## src/rtl/advanced_counter_pkg.sv

```systemverilog
// advanced_counter_pkg: shared width and direction constants for the cascadable counter
package advanced_counter_pkg;
  localparam int CNT_WIDTH = 4;
  localparam logic DIR_UP = 1'b0;
  localparam logic DIR_DOWN = 1'b1;
endpackage

```

## src/rtl/advanced_counter_inc_edge_sync.sv

```systemverilog
// inc_edge_sync: two-flop synchroniser plus edge flop giving one clk pulse per async rise
module inc_edge_sync (
  input  logic clk,
  input  logic reset,
  input  logic async_in,
  output logic rise_pulse
);
  logic [2:0] r_sync;
  always_ff @(posedge clk or negedge reset)
    if (!reset) r_sync <= '0;
    else r_sync <= {r_sync[1:0], async_in};
  assign rise_pulse = r_sync[1] & ~r_sync[2];
endmodule

```

## src/rtl/advanced_counter.sv

```systemverilog
// advanced_counter: cascadable up/down counter stepped by a synchronised inc strobe with optional wrap value
module advanced_counter
  import advanced_counter_pkg::*;
#(
  parameter int WIDTH = CNT_WIDTH
) (
  input  logic             clk,
  input  logic             reset,
  input  logic             inc,
  input  logic             up_down_sel,
  input  logic             carry_en,
  input  logic             carry_in,
  input  logic             max_en,
  input  logic [WIDTH-1:0] max_val,
  output logic [WIDTH-1:0] cnt_out,
  output logic             carry_out
);
  logic             w_inc_rise, w_gate, w_step, w_up;
  logic [WIDTH-1:0] w_top, w_next, r_cnt;
  inc_edge_sync u_sync (
    .clk       (clk),
    .reset     (reset),
    .async_in  (inc),
    .rise_pulse(w_inc_rise)
  );
  assign w_top  = max_en ? max_val : '1;
  assign w_gate = carry_en ? carry_in : 1'b1;
  assign w_step = w_inc_rise & w_gate;
  assign w_up   = up_down_sel == DIR_UP;
  // A count above a lowered top wraps to 0 going up and clamps to top going down
  always_comb
    w_next = w_up ? ((r_cnt >= w_top) ? '0 : r_cnt + 1'b1)
                  : ((r_cnt == '0 || r_cnt > w_top) ? w_top : r_cnt - 1'b1);
  always_ff @(posedge clk or negedge reset)
    if (!reset) r_cnt <= '0;
    else if (w_step) r_cnt <= w_next;
  assign cnt_out   = r_cnt;
  assign carry_out = w_gate & (w_up ? (r_cnt >= w_top) : (r_cnt == '0));
endmodule

```

## config.mk

```make
export PLATFORM = sky130hd
export DESIGN_NAME = advanced_counter
export DESIGN_NICKNAME = d
export VERILOG_FILES = /design/src/rtl/advanced_counter_pkg.sv /design/src/rtl/advanced_counter_inc_edge_sync.sv /design/src/rtl/advanced_counter.sv
export SDC_FILE = /design/constraint.sdc
export NUM_CORES = 1
export LEC_CHECK = 0
export BUFFER_PORTS_ARGS = -buffer_cell sky130_fd_sc_hd__buf_4
export CORE_UTILIZATION = 41
export DETAILED_ROUTE_END_ITERATION = 10
export MAX_ROUTING_LAYER = met4
export PLACE_DENSITY = 0.75
export RECOVER_POWER = 25
export SYNTH_ARGS = -nofsm -noshare
export SYNTH_HDL_FRONTEND = slang
export SYNTH_SLANG_ARGS = --single-unit
```

## constraint.sdc

```tcl
create_clock -name clk -period 2.45 [get_ports clk]
set_input_delay 0.49 -clock clk [delete_from_list [all_inputs] [get_ports clk]]
set_output_delay 0.49 -clock clk [all_outputs]
set_load 0.005 [all_outputs]
```

==> run metrics, run 1 <==
status complete, no violations; share of power burned in registers 25.1%; post-synth top area cell dfrtp_1; Top Family by Delay on Critical Path simple AND/OR/NAND/NOR gates; sequential fraction of the synthesis area 28.7%; Static Leakage 0.397 nW; synth cell count leaders dfrtp_1, ha_1, nor2b_1; Synth Warn # 0; number of synthesized register bits 7; combinational power share 62.5%; Worst IR Drop VDD 0.568 mV; crit path cell chain buf_4 > nor2b_4 > ha_4 > nor2b_4 > o211a_1 > nor4b_4 > a211oi_2 > buf_4; Die Footprint 0.00165 mm²; Critical Path AT 1.89 ns; Mapped Area 611 µm²; layout cells sized above 1 42.9%; pin count of the biggest net entering global routing 10; Post-CTS Hold Buffers 0; crit path time final 2.38 ns; 1st-iter DRT viols 10; GRT Total Usage 19.0%; Top Metal Used met3; met3 wire len 61 µm; wl on met1 597 µm; GPL Wtd Cong 0.813; Worst-Margin Slew 0.728 ns; post-route ant nets 0; kind of critical path in2out; Layout area overhead 35.9%; clk buf depth 2; Root Buffer clkbuf_4; number of vias per cell 5.58; PwrDens 1030 mW/mm²; Cells after Synth 63; vias in the first global route 464; DRC violations left 0; fin nets 102; Max Slew Vio Count 0; cts bufs inserted 3; initial antenna violation count 0; Compound-Gate Fraction of Synth Area 18.0%; Final setup viols 0; worst-path maximum fanout 4; Antenna Cells 0; clk_lat worst skew 0.25 ns; initial core utilization 45.2%; worst rel slew slack 51.4%; Core Area 0.00135 mm²; top-area cell type share of the netlist area 28.7%; Int Power 510 µW; Die Height 40.6 µm; WHS 0.117 ns; FMAX 0.421 GHz; Max Cap Viol 0; total chip power 850 µW; synth top area cells dfrtp_1, ha_1, nor2b_1, mux2_4, o21ai_0; PortBufs 15; Total Routed Length 1.41 mm; IO Count 16; RSZ-0062 raised after global routing false; detailed-placement wirelength estimate 1.02 mm; crit-path max cell delay 0.32 ns; Setup crit end kind output pin; Hold Fails Final Rpt 0; Place WS 0.0381 ns; via count 552; ys flop type dfrtp_1; mean area per synthesized cell 9.69 µm²; Required @ worst endpoint 1.96 ns; most frequent cell after synthesis dfrtp_1; mux cell area share after synthesis 6.56%; Rows 13; Fill cells 124; number of synthesized flops with an enable pin 0; Pre-antenna DRT Iters 4; Clock Skew 0.00393 ns; CTS tree built; Sw Pwr 341 µW; Sw Ratio 40.1%; first-pass GRT wire length 1.91 mm; largest family of logic cells by synthesized area simple AND/OR/NAND/NOR gates; gr ovfl total 0; adder and majority gate portion of the synthesized area 12.3%; H-Tree Level Count 1; met2 routed WL 748 µm; FF+latch area 175 µm²; CP bufs+invs 2; Post-Synth XOR/XNOR Area 2.87%; fin crit share 97.0%; clock transition time at the flip-flop clock pins of the worst setup and hold paths 0.05 ns; Slowest cell on crit path nor4b_4; Routed wire per std cell 14.2 µm; Multi-input gate area 470 µm²; Syn Nets 80; Final TNS setup 0 ns; Die X 40.6 µm; Hold Crit Class in2async; clock share of power 12.4%; PnR worst setup slack 0.0738 ns; Simple-Gate Fraction of Synth Area 29.5%; Sink Count 7; post-synth cell types 31; startpoint types input port; async set-reset flop share out of synthesis 100%
## per-layer routing
layer  global-route usage [%]  vias up
met2                     31.7       16
li1                         -      278
met5                        -        -
met3                     8.33        0
met4                     2.50        0
met1                     21.3      258
## sequential cells by signal (all words and copies together) (netlist names)
| register | flops |
|---|---|
| cnt_out | 4 |
| u_sync.r_sync | 3 |
## path summary, 6_finish.rpt
check | slack [ns] | start | cells after the start | to
worst max-delay path | 0.07 | max_en | 8 | carry_out
min in group clk | 0.34 | inc | 1 | u_sync.r_sync[0]
worst min register to register | 0.35 | u_sync.r_sync[0] | 0 | u_sync.r_sync[1]
worst min-delay path | 0.12 | reset | 1 | u_sync.r_sync[2]
max in group asynchronous | 2.06 | reset | 1 | u_sync.r_sync[0]
worst max register to register | 0.45 | cnt_out[0] | 8 | cnt_out[1]
## layout by cell type, fill, tap and decap left out, types with 2 or more instances in the layout
cell / instances
nand3_1: 3
ha_1: 4
mux2_4: 2
xnor2_1: 2
dfrtp_1: 7
nor2b_1: 4
nor3b_1: 2
o21ai_0: 5
o211ai_1: 2
clkbuf_1: 2
clkbuf_4: 3
nor2b_4: 3
nor3_1: 2
buf_4: 17
nand2_1: 4
## through the flow
stage	util [%]	std cells	cell area, µm²
final	61.4	99	830
after global routing	61.4	99	830
after CTS	57.6	98	778
after detailed placement	55.7	94	752
after global placement	55.7	94	752
after floorplan	-	63	611
## power by group through the flow
stage | registers (mW) | clock network [mW] | logic [mW]
finish | 0.213 | 0.105 | 0.532
global route | 0.224 | 0.117 | 0.577
detailed placement | 0.212 | 0 | 0.466
CTS | 0.210 | 0.110 | 0.470
floorplan | 0.207 | 0 | 0.311
global placement | 0.211 | 0 | 0.456
## what timing repair did
item | CTS | global route
endpoints found under the hold margin | 0 | 0
setup endpoints to repair | 0 | 1
gates resized for setup | 0 | 10
setup buffers | 0 | 1
## cell type report
type	instances	share of cell area [%]
Sequential cell	7	21.1
Tap cell	15	2.26
Inverter	2	0.905
Clock buffer	4	3.17
Timing Repair Buffer	18	15.8
Multi-Input combinational cell	53	56.7
## cell families after synthesis
family          count (synthesis)
xor+xnor                        2
mux                             3
simple gates                   27
compound gates                 15
fa+ha+maj                       6
flops                           7
buf+inv                         3
## worst reg2reg max path, cell delays in order (launching register included)
cell and delay [ns]:
dfrtp_1 0.44, inv_2 0.11, ha_1 0.20, nor2b_4 0.05, o211a_1 0.26, buf_4 0.15, o21ai_2 0.25, mux2_4 0.34
o22ai_2 0.13
No activity file was read; power rests on OpenSTA's default activity.
==> run 2, diff against run 1 <==
- BUFFER_PORTS_ARGS: -buffer_cell sky130_fd_sc_hd__buf_4 -> default
- DONT_BUFFER_PORTS: default -> 1
- PLACE_DENSITY: 0.75 -> 0.65
==> run 2 against run 1 <==
Net effect: fmax increased by 2.8%; clock power decreased by 4%; sequential cell count unchanged; combinational power decreased by 24%; global-route usage decreased by 0.94 points; sequential share of layout area increased by 4.8 points; worst setup slack improved by 0.065 ns; count of clock-buffer cells in the layout unchanged; utilization decreased by 11 points; hold slack improved by 0.15 ns; die area unchanged; largest cell class unchanged.
==> run metrics, run 2 (same netlist as run 1, synthesis figures left out) <==
first-pass GRT wire length 1.90 mm (was 1.91 mm); initial core utilization 45.2% (unchanged); Rows 13 (unchanged); Max Cap Viol 0 (unchanged); clk buf depth 2 (unchanged); pin count of the biggest net entering global routing 10 (unchanged); Post-Place Cells 79 (was 94); Routed wire per std cell 14.6 µm (was 14.2 µm); clk_lat worst skew 0.24 ns (was 0.25 ns); crit path cell chain ha_1 > nor2b_1 > o211a_1 > nor4b_2 > a211oi_1 (was buf_4 > nor2b_4 > ha_4 > nor2b_4 > o211a_1 > nor4b_4 > a211oi_2 > buf_4); Core Area 0.00135 mm² (unchanged); startpoint types flop (was input port); Antenna Cells 0 (unchanged); PwrDens 1060 mW/mm² (was 1030 mW/mm²); Hold Crit Class in2reg (was in2async); post-route ant nets 0 (unchanged); kind of critical path reg2out (was in2out); 1st-iter DRT viols 4 (was 10); RSZ-0062 raised after global routing false (unchanged); status complete, no violations (unchanged); worst rel slew slack 53.8% (was 51.4%); Total Routed Length 1.23 mm (was 1.41 mm); vias in the first global route 455 (was 464); Finished Core Util 50.0% (was 61.4%); initial antenna violation count 0 (unchanged); Sink Count 7 (unchanged); clock transition time at the flip-flop clock pins of the worst setup and hold paths 0.05 ns (about the same); Clock Skew 0.00174 ns (was 0.00393 ns); most common cell after layout, fill and taps aside dfrtp_1 (was buf_4); Fill cells 131 (was 124); Final TNS setup 0 ns (unchanged); fin nets 87 (was 102); Die X 40.6 µm (unchanged); Required @ worst endpoint 1.96 ns (about the same); met3 wire len 59 µm (was 61 µm); Hold Fails Final Rpt 0 (unchanged); IO Count 16 (unchanged); wl on met1 585 µm (was 597 µm); CTS-repair resized insts 0 (unchanged); Slowest cell on crit path dfrtp_1 (was nor4b_4); GPL Wtd Cong 0.788 (was 0.813); design area 676 µm² (was 830 µm²); number of vias per cell 5.65 (was 5.58); FMAX 0.433 GHz (was 0.421 GHz); Die Footprint 0.00165 mm² (unchanged); Root Buffer clkbuf_4 (unchanged); Static Leakage 0.309 nW (was 0.397 nW); via count 475 (was 552); Worst IR Drop VDD 0.374 mV (was 0.568 mV); Critical Path AT 1.82 ns (was 1.89 ns); Max Slew Vio Count 0 (unchanged); cts bufs inserted 3 (unchanged); detailed-placement wirelength estimate 1.00 mm (was 1.02 mm); max reg flops 4 (unchanged); Final setup viols 0 (unchanged); layout cells sized above 1 20.3% (was 42.9%); GRT Total Usage 18.1% (was 19.0%); Layout area overhead 10.7% (was 35.9%); met2 routed WL 581 µm (was 748 µm); dpl cell area 639 µm² (was 752 µm²); Top Metal Used met3 (unchanged); CTS tree built (unchanged); total chip power 719 µW (was 850 µW); crit-path max cell delay 0.48 ns (was 0.32 ns); worst-path maximum fanout 8 (was 4); Worst-Margin Slew 0.692 ns (was 0.728 ns); fin crit share 94.3% (was 97.0%); Setup crit end kind output pin (unchanged); PortBufs 0 (was 15); most frequent cells in the layout dfrtp_1, nor2b_1, ha_1 (was buf_4, dfrtp_1, o21ai_0); crit path time final 2.31 ns (was 2.38 ns); H-Tree Level Count 1 (unchanged); Pre-antenna DRT Iters 2 (was 4); Post-Layout Cell Count 84 (was 99); Die Height 40.6 µm (unchanged); DRC violations left 0 (unchanged); gr ovfl total 0 (unchanged)
## run 2: cell types whose count changed in the layout (fill, tap and decap cells not counted), sizes merged
cell         delta
dlygate4sd3     +1
clkbuf          -1
buf            -15
## run 2: routing by layer
layer  global-route usage [%]  vias to the layer above
met2                     29.8                       12
met3                     6.67                        0
met1                     22.3                      220
li1                         -                      243
met5                        -                        -
met4                        0                        0
## run 2: final timing paths
check	start	endpoint	slack, ns	cells after the start
max	cnt_out[1]	carry_out	0.14	5
min	inc	u_sync.r_sync[0]	0.27	0
max reg2reg	cnt_out[1]	cnt_out[1]	0.42	6
min reg2reg	u_sync.r_sync[0]	u_sync.r_sync[1]	0.35	0
max in group asynchronous	reset	cnt_out[3]	1.65	1
min in group asynchronous	reset	cnt_out[1]	0.57	1
## run 2: layout make-up
| type | instances | area, µm² | area share, % |
|---|---|---|---|
| flip-flops and latches | 7 | 175 | 25.9 |
| clock buffers | 4 | 26.3 | 3.89 |
| well taps | 15 | 18.8 | 2.78 |
| inverters | 2 | 7.51 | 1.11 |
| multi-input cells | 53 | 423 | 62.6 |
| repair buffers | 3 | 25.0 | 3.70 |
## run 2: worst max-delay path: cells and delay by family, from the launching register on
kind / cells / cell delay (ns)
adder cells (fa/ha/maj): 1 / 0.34
AO/OA/AOI/OAI: 2 / 0.33
flip-flops: 1 / 0.48
AND/OR/NAND/NOR: 2 / 0.42
## run 2: report_power, final
| part | internal, mW | switching [mW] |
|---|---|---|
| sequential | 0.149 | 0.0642 |
| combinational | 0.213 | 0.192 |
| clock | 0.0619 | 0.0390 |
| total | 0.424 | 0.295 |
## run 2: per-stage QoR
stage	hold slack, ns	setup WS (ns)
6_report	0.270	0.139
5_1_grt	0.255	0.0339
4_1_cts	0.263	0.114
3_5_place_dp	0.195	0.273
3_3_place_gp	0.195	0.295
2_1_floorplan	0.194	0.274
## run 2: what timing repair did
item | in CTS | in global routing
hold buffers | 1 | 0
buffers inserted | 0 | 0
hold endpoints to repair | 7 | 0
